==> src/rtl/sdram_host_arbiter_pkg.sv <==
// Shared definitions for the SDRAM host-port arbiter.
//   arb_state_e : arbiter FSM states (idle / command presented to controller)
//   DEF_AWIDTH  : default host address width (bank+row+column)
//   DEF_DWIDTH  : default data width
//   tag_width() : bits needed to hold a requester ID
package sdram_host_arbiter_pkg;

  typedef enum logic {
    ARB_IDLE  = 1'b0,
    ARB_ISSUE = 1'b1
  } arb_state_e;

  localparam int unsigned DEF_AWIDTH = 24;
  localparam int unsigned DEF_DWIDTH = 16;

  function automatic int unsigned tag_width(input int unsigned nreq);
    return (nreq > 1) ? $clog2(nreq) : 1;
  endfunction

endpackage

==> src/rtl/sdram_host_arbiter_rd_tag_fifo.sv <==
// In-order FIFO of requester IDs for outstanding reads.
//   i_clk, i_rst  : clock, asynchronous active-high reset
//   i_push        : write i_push_data (ignored when full unless popping too)
//   i_pop         : release head entry (ignored when empty)
//   o_pop_data    : current head entry
//   o_full/o_empty: occupancy flags, derived from the count register
// DEPTH must be a power of two so the pointers wrap naturally.
module rd_tag_fifo #(
  parameter int unsigned WIDTH = 2,
  parameter int unsigned DEPTH = 4
) (
  input  logic             i_clk,
  input  logic             i_rst,
  input  logic             i_push,
  input  logic [WIDTH-1:0] i_push_data,
  input  logic             i_pop,
  output logic [WIDTH-1:0] o_pop_data,
  output logic             o_full,
  output logic             o_empty
);

  localparam int unsigned PW = (DEPTH > 1) ? $clog2(DEPTH) : 1;

  logic [WIDTH-1:0] r_mem [DEPTH];
  logic [PW-1:0]    r_wr_ptr;
  logic [PW-1:0]    r_rd_ptr;
  logic [PW:0]      r_count;
  logic             w_push;
  logic             w_pop;

  assign o_full     = (r_count == (PW+1)'(DEPTH));
  assign o_empty    = (r_count == '0);
  assign o_pop_data = r_mem[r_rd_ptr];
  assign w_pop      = i_pop && !o_empty;
  assign w_push     = i_push && (!o_full || w_pop);

  always_ff @(posedge i_clk or posedge i_rst) begin
    if (i_rst) begin
      r_wr_ptr <= '0;
      r_rd_ptr <= '0;
      r_count  <= '0;
      for (int unsigned i = 0; i < DEPTH; i++) r_mem[i] <= '0;
    end else begin
      if (w_push) begin
        r_mem[r_wr_ptr] <= i_push_data;
        r_wr_ptr        <= r_wr_ptr + 1'b1;
      end
      if (w_pop) r_rd_ptr <= r_rd_ptr + 1'b1;
      case ({w_push, w_pop})
        2'b10:   r_count <= r_count + 1'b1;
        2'b01:   r_count <= r_count - 1'b1;
        default: r_count <= r_count;
      endcase
    end
  end

endmodule

==> src/rtl/sdram_host_arbiter.sv <==
// Round-robin arbiter sharing the sdram_controller host port among NREQ
// requesters. The granted command is registered and held until the
// controller accepts it; read requester IDs go into an in-order tag FIFO so
// each returned word is steered back to its issuer.
//   clk, rst             : SDRAM clock, asynchronous active-high reset
//   req_valid/we/addr/wdata : per-requester commands (packed, i*W +: W)
//   req_ready            : one-hot combinational grant
//   rd_valid, rd_data    : one-hot read-return strobe and shared data
//   ctrl_*               : controller host port
//   orphan_err           : sticky, read data arrived with no tag outstanding
module sdram_host_arbiter
  import sdram_host_arbiter_pkg::*;
#(
  parameter int unsigned NREQ      = 4,
  parameter int unsigned AWIDTH    = DEF_AWIDTH,
  parameter int unsigned DWIDTH    = DEF_DWIDTH,
  parameter int unsigned TAG_DEPTH = 4
) (
  input  logic                   clk,
  input  logic                   rst,
  input  logic [NREQ-1:0]        req_valid,
  output logic [NREQ-1:0]        req_ready,
  input  logic [NREQ-1:0]        req_we,
  input  logic [NREQ*AWIDTH-1:0] req_addr,
  input  logic [NREQ*DWIDTH-1:0] req_wdata,
  output logic [NREQ-1:0]        rd_valid,
  output logic [DWIDTH-1:0]      rd_data,
  input  logic                   ctrl_busy,
  output logic [AWIDTH-1:0]      ctrl_haddr,
  output logic                   ctrl_hrw,
  output logic                   ctrl_hrw_req,
  output logic [DWIDTH-1:0]      ctrl_hdata_in,
  input  logic [DWIDTH-1:0]      ctrl_hdata_out,
  input  logic                   ctrl_hdata_out_valid,
  output logic                   orphan_err
);

  localparam int unsigned TW = tag_width(NREQ);

  arb_state_e        r_state;
  arb_state_e        w_state_nxt;
  logic [TW-1:0]     r_rr_ptr;
  logic [TW-1:0]     w_winner;
  logic [TW-1:0]     w_rr_nxt;
  logic [TW-1:0]     w_tag;
  logic              w_found;
  logic              w_grant;
  logic              w_push;
  logic              w_full;
  logic              w_empty;
  logic [NREQ-1:0]   w_elig;
  logic [AWIDTH-1:0] r_haddr;
  logic              r_hrw;
  logic [DWIDTH-1:0] r_hdata_in;
  logic [NREQ-1:0]   r_rd_valid;
  logic [DWIDTH-1:0] r_rd_data;
  logic              r_orphan;

  // Full is the pre-edge flag, so a same-cycle pop never unblocks a read.
  assign w_elig = req_valid & (req_we | {NREQ{!w_full}});

  // Rotating priority scan starting at r_rr_ptr.
  always_comb begin
    int unsigned v_idx;
    v_idx    = 0;
    w_found  = 1'b0;
    w_winner = '0;
    for (int unsigned k = 0; k < NREQ; k++) begin
      v_idx = 32'(r_rr_ptr) + k;
      if (v_idx >= NREQ) v_idx = v_idx - NREQ;
      if (!w_found && w_elig[v_idx[TW-1:0]]) begin
        w_found  = 1'b1;
        w_winner = v_idx[TW-1:0];
      end
    end
  end

  assign w_rr_nxt  = (32'(w_winner) == NREQ - 1) ? '0 : w_winner + TW'(1);
  assign w_grant   = (r_state == ARB_IDLE) && w_found;
  assign w_push    = w_grant && !req_we[w_winner];
  assign req_ready = (w_grant && !rst) ? (NREQ'(1) << w_winner) : '0;

  always_ff @(posedge clk or posedge rst) begin
    if (rst) r_state <= ARB_IDLE;
    else     r_state <= w_state_nxt;
  end

  always_comb begin
    w_state_nxt = r_state;
    case (r_state)
      ARB_IDLE:  if (w_found)    w_state_nxt = ARB_ISSUE;
      ARB_ISSUE: if (!ctrl_busy) w_state_nxt = ARB_IDLE;
      default:                   w_state_nxt = ARB_IDLE;
    endcase
  end

  // Command registers: loaded only on grant, then held through ISSUE.
  always_ff @(posedge clk or posedge rst) begin
    if (rst) begin
      r_haddr    <= '0;
      r_hrw      <= 1'b0;
      r_hdata_in <= '0;
      r_rr_ptr   <= '0;
    end else if (w_grant) begin
      r_haddr    <= req_addr[w_winner*AWIDTH +: AWIDTH];
      r_hrw      <= req_we[w_winner];
      r_hdata_in <= req_wdata[w_winner*DWIDTH +: DWIDTH];
      r_rr_ptr   <= w_rr_nxt;
    end
  end

  rd_tag_fifo #(
    .WIDTH (TW),
    .DEPTH (TAG_DEPTH)
  ) u_tag_fifo (
    .i_clk       (clk),
    .i_rst       (rst),
    .i_push      (w_push),
    .i_push_data (w_winner),
    .i_pop       (ctrl_hdata_out_valid),
    .o_pop_data  (w_tag),
    .o_full      (w_full),
    .o_empty     (w_empty)
  );

  always_ff @(posedge clk or posedge rst) begin
    if (rst) begin
      r_rd_valid <= '0;
      r_rd_data  <= '0;
      r_orphan   <= 1'b0;
    end else begin
      r_rd_valid <= '0;
      if (ctrl_hdata_out_valid) begin
        r_rd_data <= ctrl_hdata_out;
        if (w_empty) r_orphan   <= 1'b1;
        else         r_rd_valid <= NREQ'(1) << w_tag;
      end
    end
  end

  assign ctrl_hrw_req  = (r_state == ARB_ISSUE);
  assign ctrl_haddr    = r_haddr;
  assign ctrl_hrw      = r_hrw;
  assign ctrl_hdata_in = r_hdata_in;
  assign rd_valid      = r_rd_valid;
  assign rd_data       = r_rd_data;
  assign orphan_err    = r_orphan;

endmodule
==> config.mk <==
export PLATFORM = sky130hd
export DESIGN_NAME = sdram_host_arbiter
export DESIGN_NICKNAME = d
export VERILOG_FILES = /design/src/rtl/sdram_host_arbiter_pkg.sv /design/src/rtl/sdram_host_arbiter_rd_tag_fifo.sv /design/src/rtl/sdram_host_arbiter.sv
export SDC_FILE = /design/constraint.sdc
export NUM_CORES = 1
export LEC_CHECK = 0
export ABC_CLOCK_PERIOD_IN_PS = 4800
export CAP_MARGIN = 20
export CORE_ASPECT_RATIO = 1.5
export CORE_MARGIN = 1.5
export CORE_UTILIZATION = 43
export CTS_CLUSTER_DIAMETER = 40
export CTS_CLUSTER_SIZE = 24
export DETAILED_ROUTE_END_ITERATION = 8
export PLACE_DENSITY = 0.94
export SYNTH_ARGS = -nofsm -noshare
export SYNTH_HDL_FRONTEND = slang
export SYNTH_SLANG_ARGS = --single-unit
==> constraint.sdc <==
create_clock -name clk -period 4.8 [get_ports clk]
set_input_delay 0.48 -clock clk [delete_from_list [all_inputs] [get_ports clk]]
set_output_delay 0.48 -clock clk [all_outputs]
set_load 0.05 [all_outputs]
==> Yosys cells after proc, flatten, opt, wreduce, memory -nomap -nowiden <==
Index checks and enable logic that the tools add are counted.
{ "totals": {"ff_bits": 80, "inputBits": 188, "output_inout_bits": 67, "word_cells": 109} }
{ "op_classes": {"add_sub_neg": 12, "multipliers": 1, "n_lt_le_gt_ge": 12, "eq_ne": 4, "n_shift": 4, "n_mux": 36, "bitwise_logic": 5, "reduce_logical": 20} }
{ "op_table": {"columns": ["op", "n"], "rows": [
  ["$shiftx A96 B8 Y24", 1],
  ["$shiftx A64 B7 Y16", 1],
  ["$mux W2", 12],
  ["$ge A3 B3 Y1 const B", 5],
  ["$lt A2 B3 Y1 const B", 5],
  ["$mux W4", 3],
  ["$mux W1", 11],
  ["$bmux W1 S2", 5],
  ["$logic_and A1 B1 Y1", 9],
  ["$bwmux W8", 1],
  ["$shl A1 B2 Y4 const A", 2],
  ["$sub A2 B1 Y2 const B", 4],
  ["$logic_not A1 Y1", 7],
  ["$add A2 B1 Y2 const B", 3],
  ["$add A2 B2 Y3 const B", 2],
  ["$not A2 Y3", 2],
  ["$pmux W3 S2", 1],
  ["$and A4 B4 Y4", 1],
  ["$bmux W2 S2", 1],
  ["$demux W2 S2", 1],
  ["$eq A2 B2 Y1 const B", 2],
  ["$mul A2 B2 Y4 const B", 1],
  ["$or A4 B4 Y4", 1],
  ["$add A2 B1 Y3 const B", 1],
  ["other kinds (12)", 12]
]} }

==> Logic depth before layout (Yosys ltp) <==
Gate-level depths: netlist of the first run.
{ "logic_depth": {"word_depth": 23, "mapped_depth": 15, "ltp_nobuf": 14} }

==> Cells and area by module <==
A second synthesis of the first run with hierarchy kept.
{ "hier_totals": {"hier_cells": 484, "hier_area_um2": 4983.5} }
{ "by_module_without_submodules": {"columns": ["module", "n_inst", "cells_each", "area_each_um2", "seq_area_each_um2"], "rows": [
  ["sdram_host_arbiter", 1, 424, 4197.8, 1626.6],
  ["rd_tag_fifo", 1, 60, 785.8, 375.4]
]} }

==> Worst setup path after synthesis of the first run <==
Ideal clock, no wire load.
{ "synth_path": {"path_kind": "input to output", "from": "in rst", "to": "out req_ready[0]", "t_arrival_ns": 2.871, "t_required_ns": 4.320, "setup_slack_ns": 1.449, "path_stages": 2, "n_path_buf": 0, "cell_sequence": "inv_1 and3_1"} }
{ "synth_between": {"elab_chain_cells": 3} }
{ "synth_lines": {"columns": ["element", "line_no", "rtl"], "rows": [
  ["start: declaration", "sdram_host_arbiter.sv:20", "input logic rst,"],
  ["$logic_not A1 Y1 (no line)", null, null],
  ["$logic_and A1 B1 Y1", "sdram_host_arbiter.sv:81", "assign req_ready = (w_grant && !rst) ? (NREQ'(1) << w_winner) : '0;"],
  ["$mux W4", "sdram_host_arbiter.sv:81", null],
  ["end: declaration", "sdram_host_arbiter.sv:22", "output logic [NREQ-1:0] req_ready,"]
]} }
Every way passes these cells.

==> Worst setup path in the final report of the first run <==
{ "layout_path": {"from": "in req_we[0]", "to": "out req_ready[3]"} }
{ "layout_between": {"elab_chain_cells": 17, "word_cells_on_any_way": 28, "classes_between": "1 x shift; 17 x mux; 2 x bitwise; 8 x reduce/logical"} }
{ "layout_lines": {"columns": ["element", "line_no", "rtl"], "rows": [
  ["start: declaration", "sdram_host_arbiter.sv:23", "input logic [NREQ-1:0] req_we,"],
  ["$or A4 B4 Y4 *", "sdram_host_arbiter.sv:60", "assign w_elig = req_valid & (req_we | {NREQ{!w_full}});"],
  ["$and A4 B4 Y4 *", "sdram_host_arbiter.sv:60", null],
  ["$bmux W1 S2", "sdram_host_arbiter.sv:71", "if (!w_found && w_elig[v_idx[TW-1:0]]) begin"],
  ["$mux W1 (implied by the code)", "sdram_host_arbiter.sv:71", null],
  ["$mux W1", "sdram_host_arbiter.sv:71", null],
  ["$logic_not A1 Y1", "sdram_host_arbiter.sv:71", null],
  ["$logic_and A1 B1 Y1", "sdram_host_arbiter.sv:71", null],
  ["$mux W1", "sdram_host_arbiter.sv:71", null],
  ["$logic_not A1 Y1", "sdram_host_arbiter.sv:71", null],
  ["$logic_and A1 B1 Y1", "sdram_host_arbiter.sv:71", null],
  ["$mux W1", "sdram_host_arbiter.sv:71", null],
  ["$logic_not A1 Y1", "sdram_host_arbiter.sv:71", null],
  ["$logic_and A1 B1 Y1", "sdram_host_arbiter.sv:71", null],
  ["$mux W1", "sdram_host_arbiter.sv:71", null],
  ["$logic_and A1 B1 Y1", "sdram_host_arbiter.sv:79", "assign w_grant = (r_state == ARB_IDLE) && w_found;"],
  ["$logic_and A1 B1 Y1", "sdram_host_arbiter.sv:81", null],
  ["$mux W4 *", "sdram_host_arbiter.sv:81", null]
]} }
Every way passes the cells marked *; elsewhere a longest branch is shown, timed or not. The select of a mux whose other input is x is not followed.

==> flow_summary.toml, run 1 <==
[status]
status = "finished clean"

[worst_setup_path]
critical_path_class = "primary input to output pin"
start_kind = "primary input"
cp-end-kind = "output pin"
required_ns = 4.32
worstPathArrival_ns = 3.54
cp_max_fo = 9

[timing]
fmax_mhz = 249
rsz0062_at_grt = "false"
hold_viol_final = 0
skew_ns = 0.00716
drv_slew = 0
worst_pin_slew_ns = 0.773
fin_crit_sh_pct = 83.7
setup_viol = 0
relSlewSlack_pct = 48.5
period_minus_slack_ns = 4.02
setup_tns_ns = 0

[synth]
ys.flop_type = "dfrtp_1"
syn-num-nets = 580
syn_avg_cell_area_um2 = 12.7
syn_inst = 382
synthesis.area_um2 = 4870
yosys.area_share.simple_pct = 4.11
synth_top_family_by_area = "multiplexers"
yosysWarnings = 0
ys_seq_area_share_pct = 41.1
synth_mux_area_share_pct = 41.5
yosys_register_bits = 80
synth_compound_area_share_pct = 4.81
synthXorXnorAreaFrac_pct = 1.08
async_reset_ff_share_pct = 100
synth_fa_ha_area_share_pct = 2.72
synth_edf_count = 0
ys_types = 46

[cts]
clk_pin_slew_ns = 0.06
numCtsBuffers = 9
cts_max_level = 3
clock_latency_ns = 0.33
cts-hold-fix-buffers = 0
clk_path_buf_depth = 2
clockRootBuffer = "clkbuf_16"
ctsResizeCount = 0
post_cts_buffers = 0
cts.sinks = 80
cts_tree = "built"

[global_routing]
grt_pass1_wl_um = 23200
grt_pass1_vias = 4521
track_usage_pct = 24.3
grt_max_degree = 83
antenna_found_initial = 0
grt_remaining_overflow = 0

[pwr]
power.density_nw_per_um2 = 600
power_leakage_nw = 3.49
peakVddDrop_mv = 0.550

[placement]
hpwlAfterDp_um = 11600
place_area_um2 = 7480
port-buffer-count = 254
place_inst = 765
place.gp.congestion = 0.902

[layout]
finalNetCount = 828
drive_above_1_share_pct = 15.9
final_core_util_pct = 70.8
diodes = 0
stdcell_area_um2 = 7830
fin_cells = 782
syn_to_final_growth_pct = 60.8

[routing]
drtAntennaViolNets = 0
first_pass_iters = 4
num_vias = 4117
wire_per_inst_um = 18.6
wirelength_um = 14500
first_iter_violations = 103
viasPerCell = 5.26
route.detailed.drc = 0

[floorplan]
ios = 255
die_w_um = 89.9
coreArea_um2 = 11100
design.die.area_um2 = 12000
die_h_um = 133
initial_core_util_pct = 44.0
core.rowCount = 47

[hold_path]
hp-class = "flop to flop"

[flow_run]
maxCapViolations = 0
-- metrics by stage --
stage,hold WS (ns),power (mW),setup slack (ns)
final,0.454,4.70,0.784
after global routing,0.490,4.93,0.557
after CTS,0.457,4.74,0.809
after detailed placement,0.448,4.02,0.837
after global placement,0.442,3.90,0.989
after floorplan,0.453,3.17,1.45
-- cells by family after synthesis --
logic type | Yosys count
buffers and inverters | 36
AOI/OAI and AO/OA | 25
DFF | 80
and+or+nand+nor | 35
muxes | 190
adders and majority gates | 10
xor gates and xnor gates | 6
-- worst max-delay path, cell delays in order --
cell	delay (ns)
clkdlybuf4s50_1	0.43
nor4b_1	0.55
or4_1	0.23
o311a_1	0.20
and2_1	0.44
ha_1	0.23
and3_1	0.17
clkdlybuf4s50_1	0.80
-- area by class of cell --
cell class	instances	area, µm²
fillers	818	3230
multi-input cells	266	2650
repair buffers	259	2620
flip-flops and latches	80	2000
clock buffers	10	239
well taps	147	184
clock inverters	6	75.1
inverters	14	57.6
-- state kept, by name, summed over array words and instances (netlist names) --
register	count
ctrl_haddr	24
ctrl_hdata_in	16
rd_data	16
u_tag_fifo.r_mem	8
rd_valid	4
u_tag_fifo.r_count	3
r_rr_ptr	2
u_tag_fifo.r_rd_ptr	2
u_tag_fifo.r_wr_ptr	2
ctrl_hrw	1
ctrl_hrw_req	1
orphan_err	1
-- report_power, final --
group,total (mW),leakage [nW],internal [mW],switching (mW)
Sequential,1.17,0.947,0.959,0.209
Clock,0.699,0.151,0.424,0.275
Combinational,2.83,2.39,1.22,1.61
Total,4.70,3.49,2.60,2.09
-- cells in the final DEF (no fill, tap or decap), types with 2 or more instances in the layout --
cell	count
buf_4	4
and3_1	5
mux2_2	58
xnor2_1	3
a21boi_2	4
inv_1	11
o21ai_0	4
xor2_1	3
nor3_1	2
nand3_1	2
dfrtp_1	80
mux4_2	2
clkdlybuf4s50_1	252
buf_12	2
a211o_1	2
nand2_1	8
clkinv_2	2
a21o_1	3
o2111ai_4	2
o21ai_1	2
mux2_1	6
clkbuf_16	9
nor2_1	7
a21oi_1	2
clkinv_4	2
mux2_4	3
ha_1	9
mux2i_1	121
-- layer usage --
layer  part of all wire [%]  track usage, %  vias to the layer above
li1                       -               -                     1894
met1                     34            25.0                     1988
met2                     56            45.8                      192
met3                    6.3            6.16                       43
met4                    3.6            11.3                        0
met5                      0               0                        -
-- cell usage after synthesis (all sizes together), types with 3 or more instances --
cell    instances  share of area, %
mux2i         121                25
o21ai           7              0.80
inv            13               1.1
a21boi          4              0.93
clkbuf          5              0.41
nand2           9              0.75
ha              9               2.3
nor2            7              0.54
xor2            3              0.54
dfrtp          80                41
a21o            3              0.46
and3            5              0.64
buf            17               3.1
mux2           67                16
xnor2           3              0.54
-- final timing paths --
check / slack, ns / endpoint / cells after the start / startpoint
setup / recovery: 0.78 / req_ready[3] / 8 / req_we[0]
hold / removal: 0.45 / orphan_err / 1 / orphan_err
setup reg to reg: 1.10 / u_tag_fifo.r_count[2] / 13 / u_tag_fifo.r_count[0]
hold reg to reg: 0.45 / orphan_err / 1 / orphan_err
max in group asynchronous: 3.62 / ctrl_hdata_in[13] / 4 / rst
min in group asynchronous: 0.60 / u_tag_fifo.r_mem[0] / 3 / rst
No activity file was read; power rests on OpenSTA's default activity.
==> run 2: changes to the inputs <==
ABC_CLOCK_PERIOD_IN_PS = 3400   (was 4800)
CORE_UTILIZATION = 36   (was 43)
PLACE_DENSITY = 0.85   (was 0.94)
clock period = 3.4 ns   (was 4.8 ns; I/O delays follow)
==> run 2 against run 1 <==
  * Setup slack got worse by 0.58 ns
  * Clock power increased by 43%
  * Cell count up 3.6%
  * Routed wire length fell by 3.7%
  * First-iteration DRC count decreased by 22%
  * Non-clock buffer count increased by 16
  * Total power up 43%
  * Register-to-register slack got worse by 0.82 ns
  * Sequential share of layout area decreased by 0.42 points
  * Via count down 1.3%
  * Sequential cell count stayed put
  * Clock-buffer cell count shrank 1
  * Largest cell class is now buffers
  * Largest power group unchanged
==> flow_summary.toml, run 2 (same netlist as run 1, synthesis figures left out) <==
[status]
status = "finished clean"

[hold_path]
hp-class = "primary input to asynchronous set/reset pin"

[floorplan]
ios = 255
die_h_um = 145
core.rowCount = 51
coreArea_um2 = 13100
design.die.area_um2 = 14200
initial_core_util_pct = 37.2
die_w_um = 98.0

[timing]
setup_ws_ns = 0.206
relSlewSlack_pct = 58.3
fin_crit_sh_pct = 93.9
drv_slew = 0
setup_viol = 0
rsz0062_at_grt = "false"
period_minus_slack_ns = 3.19
skew_ns = 0.00674
worst_pin_slew_ns = 0.626
hold_viol_final = 0
fmax_mhz = 313
setup_tns_ns = 0

[cts]
clockRootBuffer = "clkbuf_16"
clock_latency_ns = 0.33
ctsResizeCount = 0
clk_path_buf_depth = 2
numCtsBuffers = 9
cts-hold-fix-buffers = 0
cts_tree = "built"
cts.sinks = 80
clk_pin_slew_ns = 0.07
post_cts_buffers = 0
cts_max_level = 3

[layout]
largest_reg_flops = 24
fin_cells = 810
final_common_cell = "clkdlybuf4s50_1"
drive_above_1_share_pct = 18.6
finalNetCount = 844
diodes = 0
layout_common_cells = "clkdlybuf4s50_1 (250), mux2i_1 (121), dfrtp_1 (79), mux2_2 (58), buf_4 (21)"
syn_to_final_growth_pct = 63.6

[worst_setup_path]
ff2ff_setup_slack_ns = 0.28
cp_max_fo = 14
cp-end-kind = "output pin"
worstPathArrival_ns = 2.85
worst-path-buf-inv = 3
regToRegStartpoint = "u_tag_fifo.r_count[0]"
cp_slowest_cell = "or4b_4"
r2r_end = "u_tag_fifo.r_count[2]"
start_kind = "flop"
required_ns = 3.06
critPathTopFamily = "simple AND/OR/NAND/NOR gates"
worstRegToRegCells = 13
max_stage_delay_ns = 0.57
critical_path_class = "flop to output pin"
crit_chain = "or4b_4, a211oi_2, o21ai_1, and2_4, buf_4, inv_6, ha_1, and3_1, buf_12"

[global_routing]
grt_pass1_wl_um = 22900
grt_pass1_vias = 4556
track_usage_pct = 19.9
antenna_found_initial = 0
grt_max_degree = 50
grt_remaining_overflow = 0

[placement]
place.gp.congestion = 0.859
hpwlAfterDp_um = 11300
place_inst = 794
dpl_worst_slack_ns = -0.0261
port-buffer-count = 254

[pwr]
power.density_nw_per_um2 = 842
peakVddDrop_mv = 0.485
power_leakage_nw = 3.57
p_total_mw = 6.71

[routing]
wirelength_um = 14000
first_iter_violations = 80
drtAntennaViolNets = 0
route.detailed.drc = 0
viasPerCell = 5.01
first_pass_iters = 4
num_vias = 4062
wire_per_inst_um = 17.2

[flow_run]
maxCapViolations = 0
-- run 2: layout make-up --
class,count,area (µm²)
Clock buffer,9,225
Sequential cell,80,2000
Clock inverter,7,83.8
Tap cell,159,199
Multi-Input combinational cell,266,2650
Timing Repair Buffer,275,2740
Fill cell,1038,5120
Inverter,14,60.1
-- run 2: per-stage QoR --
step / hold WS [ns] / util, % / instance area (µm²)
2_1_floorplan: 0.453 / - / 4870
3_3_place_gp: 0.446 / 58.5 / 7650
3_5_place_dp: 0.469 / 58.5 / 7650
4_1_cts: 0.191 / 60.8 / 7960
5_1_grt: 0.206 / 60.9 / 7960
6_report: 0.198 / 60.9 / 7960
-- run 2: power breakdown --
| part | total [mW] | internal (mW) | switching (mW) |
|---|---|---|---|
| logic | 4.09 | 1.82 | 2.27 |
| clock network | 0.999 | 0.583 | 0.415 |
| registers | 1.62 | 1.35 | 0.265 |
| total | 6.71 | 3.76 | 2.95 |
-- run 2: worst register-to-register path: stages, from the launching register on --
cell and delay [ns]:
dfrtp_2 0.46, or4b_4 0.57, a211oi_2 0.28, o21ai_1 0.16, and2_4 0.20, o2111ai_4 0.22, nand2_2 0.09, inv_1 0.06
ha_1 0.17, inv_1 0.06, fa_1 0.38, xor2_1 0.15, nor2_1 0.11, xor2_1 0.15
-- run 2: layer usage --
| layer | share of wire, % | track usage (%) |
|---|---|---|
| met1 | 37 | 21.2 |
| met2 | 53 | 36.9 |
| met3 | 7.7 | 5.14 |
| met4 | 2.5 | 7.29 |
| met5 | 0 | 0 |
-- run 2: worst max path at each step --
stage                           from                     to  slack, ns  cells past startpoint
6_report       u_tag_fifo.r_count[0]           req_ready[2]       0.21                      9
5_1_grt        u_tag_fifo.r_count[0]  u_tag_fifo.r_count[2]       0.05                     13
4_1_cts        u_tag_fifo.r_count[0]           req_ready[0]       0.05                      9
3_5_place_dp               req_we[3]  u_tag_fifo.r_count[2]      -0.03                     14
3_3_place_gp               req_we[3]  u_tag_fifo.r_count[2]       0.13                     14
2_1_floorplan  u_tag_fifo.r_count[0]  u_tag_fifo.r_count[2]       0.26                     14
==> run 3: changes to the inputs <==
ABC_CLOCK_PERIOD_IN_PS = not set   (was 3400)
SKIP_LAST_GASP = 1   (was not set)
==> results of run 3 <==
Same layout as run 2: the final DEF is identical, and so are final timing and power.
==> edit 1, RTL diff (flow settings as in run 1) <==
Change the parameter `TAG_DEPTH` from 4 to 2.
--- a/src/rtl/sdram_host_arbiter.sv
+++ b/src/rtl/sdram_host_arbiter.sv
@@ -14,7 +14,7 @@
   parameter int unsigned NREQ      = 4,
   parameter int unsigned AWIDTH    = DEF_AWIDTH,
   parameter int unsigned DWIDTH    = DEF_DWIDTH,
-  parameter int unsigned TAG_DEPTH = 4
+  parameter int unsigned TAG_DEPTH = 2
 ) (
   input  logic                   clk,
   input  logic                   rst,
Check against the original RTL: not equivalent (a bounded check fails within 10 cycles, from zero or initial values and one cycle with rst high).
==> edit 1 against run 1 <==
Setup slack gained 52 ps; design area down 6.9%; critical endpoint unchanged; power fell by 8.9%; count of clock-buffer cells in the layout unchanged; sequential cell count is 7 lower; wire length is 3.1% lower; largest cell class is now buffers; area after synthesis is 7.5% lower; hold slack improved by 7.1 ps; die area decreased by 7.3%.
==> edit 1: results (changes against run 1) <==
stage,metric,value,unit,change
outcome,status,finished clean,,
routing,viasPerCell,5.33,,+1.2%
clock_network,root_buffer,clkbuf_16,,
logic_synthesis,synth_fp_nets,609,,+5.0%
placed_design,placement.cell_area,6990,um2,-6.6%
setup_path,cp_data_arrival_time,3480,ps,-60 ps
setup_path,timing.rr.start,u_tag_fifo.r_count[0],,
setup_path,worstSetupStartpoint,u_tag_fifo.r_count[0],,
cells_and_area,layout-drive-gt1-share,13.1,%,-2.8 points
logic_synthesis,async_reset_ff_share,100,%,unchanged
cells_and_area,nNetsFinal,850,,+2.7%
logic_synthesis,yosys-top-cells-area,"dfrtp_1, mux2i_1, mux2_2",,
global_routing,antenna_found_initial,0,,unchanged
logic_synthesis,yosysSeqAreaShare,40.6,%,-0.56 points
setup_path,critPathMaxFanout,28,,+19
placed_design,gp_congestion,0.879,,-2.5%
sta,maxSlewHeadroom,38.3,%,-10 points
setup_path,rrSetupSlack,1370,ps,+270 ps
clock_network,cts.repair.resized,0,,unchanged
placed_design,dp_hpwl,11200,um,-3.2%
global_routing,gr-usage-all-layers,24.8,%,+0.42 points
global_routing,grt_pass1_wl,21100,um,-8.9%
routing,drtPass1Iterations,5,,+1
global_routing,grt_pass1_vias,4365,,-3.5%
clock_network,cts_made_buffers,9,,unchanged
setup_path,r2r_end,ctrl_haddr[21],,
sta,clock_skew,8.15,ps,+0.987 ps
placed_design,placedCellCount,763,,-0.26%
cells_and_area,largest_reg_flops,24,,unchanged
logic_synthesis,synth-main-ff-cell,dfrtp_1,,
placed_design,port_buffers,254,,unchanged
logic_synthesis,synth.top_cells.by_count,"mux2i_1, dfrtp_1, mux2_2",,
pwr,ir_worst_vdd,0.378,mV,-31%
clock_network,clk_latency,320,ps,
clock_network,htreeDepth,3,,unchanged
routing,wl_per_cell,18.0,um,-2.8%
hold_path,hp-class,input port to async pin,,
logic_synthesis,syn-instance-count,416,,+8.9%
setup_path,r2r_cells,8,,-5
cells_and_area,antennaDiodeCount,0,,unchanged
clock_network,postCtsSetupRepairBufs,0,,unchanged
clock_network,clkTransAtPathRegs,60,ps,about the same
pwr,leakagePower,3.24,nW,-7.3%
logic_synthesis,synth.distinct_cells,46,,unchanged
global_routing,grt_max_degree,85,,+2.4%
logic_synthesis,synth_warnings,0,,unchanged
setup_path,worstSetupEndpoint,req_ready[3],,
routing,drt_iter0_markers,124,,+20%
clock_network,cts_buffer_depth,2,,unchanged
routing,wirelength,14100,um,-3.1%
setup_path,crit_slowest_cell,clkdlybuf4s50_1,,
setup_path,critPathTopFamily,buffers and inverters,,
setup_path,slowest_delay,800,ps,about the same
cells_and_area,nFillCells,703,,-14%
-- edit 1: cell types whose count changed after synthesis, sizes merged, moves of 4 or more --
cell    delta
a21boi     -4
clkbuf     +9
mux2      -10
nand2     +43
ha         -4
dfrtp      -7
mux2i     -37
o21ai     +43
-- edit 1: stage by stage --
stage	worst slack, ps	utilization (%)	hold slack [ps]
5_1_grt	671	71.9	474
6_report	836	71.9	461
3_3_place_gp	1040	69.0	441
2_1_floorplan	1610	-	481
3_5_place_dp	934	69.0	458
4_1_cts	883	71.9	452
-- edit 1: cells by family (layout without fill, tap and decap cells) --
logic type,count (synthesis),after routing,synth area share (%)
muxes,141,141,32.9
and+or+nand+nor,79,79,7.94
DFF,73,73,40.6
AOI/OAI and AO/OA,72,72,9.81
buffers and inverters,41,287,6.42
adders and majority gates,5,5,1.39
xor gates and xnor gates,5,5,0.972
-- edit 1: layer usage --
layer  share of wire (%)  routed length [um]  up-vias  track usage, %
met5                   0                   0        -               0
met1                  35                4900     1943            24.0
met4                 3.0                 417        0            9.77
met2                  55                7730      207            48.5
met3                 7.1                1000       35            6.35
li1                    -                   -     1967               -
-- edit 1: layout make-up --
| class | instances | area share, % |
|---|---|---|
| Clock buffer | 10 | 3.14 |
| Clock inverter | 6 | 0.944 |
| Inverter | 13 | 0.687 |
| Multi-Input combinational cell | 302 | 32.9 |
| Sequential cell | 73 | 25.1 |
| Tap cell | 117 | 2.01 |
| Timing Repair Buffer | 258 | 35.3 |
-- edit 1: worst reg2reg max path: cells and delay by family (launching register included) --
kind | cells | cell delay (ps)
AOI/OAI and AO/OA | 3 | 590
buffers and inverters | 1 | 830
DFF | 1 | 510
muxes | 2 | 550
and+or+nand+nor | 2 | 860
-- edit 1: worst min-delay path by stage --
stage	from	to	slack [ps]
floorplan	u_tag_fifo.r_wr_ptr	u_tag_fifo.r_wr_ptr	480
global placement	orphan_err	orphan_err	440
detailed placement	orphan_err	orphan_err	460
CTS	rst	r_rr_ptr[1]	450
global route	rst	ctrl_haddr[23]	470
finish	rst	ctrl_haddr[23]	460
-- edit 1: power by group --
| group | internal [mW] | switching (mW) | total (mW) |
|---|---|---|---|
| Clock | 0.404 | 0.252 | 0.656 |
| Sequential | 0.853 | 0.176 | 1.03 |
| Combinational | 1.08 | 1.51 | 2.59 |
==> edit 2, RTL diff (flow settings as in run 1) <==
Made on the original files. Reset style: synchronous (`i_rst` and `rst`), changed in 4 clocked blocks. Comments in the files are not updated.
--- a/src/rtl/sdram_host_arbiter_rd_tag_fifo.sv
+++ b/src/rtl/sdram_host_arbiter_rd_tag_fifo.sv
@@ -34,7 +34,7 @@
   assign w_pop      = i_pop && !o_empty;
   assign w_push     = i_push && (!o_full || w_pop);
 
-  always_ff @(posedge i_clk or posedge i_rst) begin
+  always_ff @(posedge i_clk) begin
     if (i_rst) begin
       r_wr_ptr <= '0;
       r_rd_ptr <= '0;
--- a/src/rtl/sdram_host_arbiter.sv
+++ b/src/rtl/sdram_host_arbiter.sv
@@ -80,7 +80,7 @@
   assign w_push    = w_grant && !req_we[w_winner];
   assign req_ready = (w_grant && !rst) ? (NREQ'(1) << w_winner) : '0;
 
-  always_ff @(posedge clk or posedge rst) begin
+  always_ff @(posedge clk) begin
     if (rst) r_state <= ARB_IDLE;
     else     r_state <= w_state_nxt;
   end
@@ -95,7 +95,7 @@
   end
 
   // Command registers: loaded only on grant, then held through ISSUE.
-  always_ff @(posedge clk or posedge rst) begin
+  always_ff @(posedge clk) begin
     if (rst) begin
       r_haddr    <= '0;
       r_hrw      <= 1'b0;
@@ -123,7 +123,7 @@
     .o_empty     (w_empty)
   );
 
-  always_ff @(posedge clk or posedge rst) begin
+  always_ff @(posedge clk) begin
     if (rst) begin
       r_rd_valid <= '0;
       r_rd_data  <= '0;
Function: differs if rst is asserted again (counterexample within 4 cycles, from zero or initial values and one cycle with rst high); with rst held inactive, the same outputs for 4 cycles.
==> edit 2 against run 1 <==
Clock power rose by 12%; setup slack got worse by 75 ps; sequential cell count rose by 2; wire length fell by 0.99%; area after synthesis fell by 13%; design area fell by 8.8%; critical path depth did not move; power fell by 33%; first-iteration DRC count rose to 2.6 times the old value; highest routed layer unchanged.
==> edit 2: results (changes against run 1) <==
stage,metric,value,unit,change
hold_path,min_to,ctrl_hdata_in[3],,
setup_path,rrSetupSlack,980,ps,-120 ps
routing,wl_met2,7940,um,-1.9%
logic_synthesis,syn_area_per_cell,12.5,um2,-2.1%
logic_synthesis,yosysSeqAreaShare,40.7,%,-0.41 points
logic_synthesis,yosys-top-cells-area,"dfxtp_1, mux4_2, a22o_1",,
placed_design,dp_hpwl,11500,um,-0.87%
logic_synthesis,synth.top_cells.by_count,"dfxtp_1, mux4_2, a22o_1",,
global_routing,grt_pass1_vias,4448,,-1.6%
cells_and_area,stdcell_count,704,,-10%
routing,dr_wl_met3,1050,um,+15%
cells_and_area,layout-drive-gt1-share,13.6,%,-2.3 points
sta,clock_skew,5.42,ps,-1.74 ps
logic_synthesis,synth.distinct_cells,56,,+22%
outcome,status,finished clean,,
global_routing,grt_use_met1,28.8,%,+3.8 points
cells_and_area,nNetsFinal,778,,-6.0%
placed_design,gp_congestion,0.935,,+3.7%
logic_synthesis,synth_edf_count,8,,+8
pwr,leakagePower,2.71,nW,-22%
routing,wirelength,14400,um,-0.99%
setup_path,r2r_cells,12,,-1
logic_synthesis,synth_fp_nets,533,,-8.1%
global_routing,grt_pass1_wl,22400,um,-3.2%
global_routing,grt_max_degree,42,,-49%
setup_path,critPathMaxFanout,19,,+10
[edit 2: critical path, stage by stage]
cell and delay [ps]:
clkdlybuf4s50_1 420, or4b_1 550, a32oi_1 330, o211a_2 580, inv_1 170, ha_1 220, and2_1 150, clkdlybuf4s50_1 700
[edit 2: layout make-up]
type	count	area share (%)
sequential	82	24.1
inverter	15	0.859
tap	115	2.02
timing repair buffer	259	36.2
clock inverter	6	1.60
clock buffer	10	3.21
multi-input combinational	217	32.0
[edit 2: power by group]
part | internal [mW] | switching (mW)
clock network | 0.510 | 0.272
registers | 0.821 | 0.100
logic | 0.665 | 0.766
total | 2.00 | 1.14
[edit 2: logic make-up after synthesis]
group	count (synthesis)	synth area share [%]
AO/OA/AOI/OAI	74	14.9
XOR/XNOR	4	0.829
adder cells (fa/ha/maj)	6	1.95
buffers and inverters	40	5.59
flip-flops	82	40.7
multiplexers	60	26.7
AND/OR/NAND/NOR	73	9.35
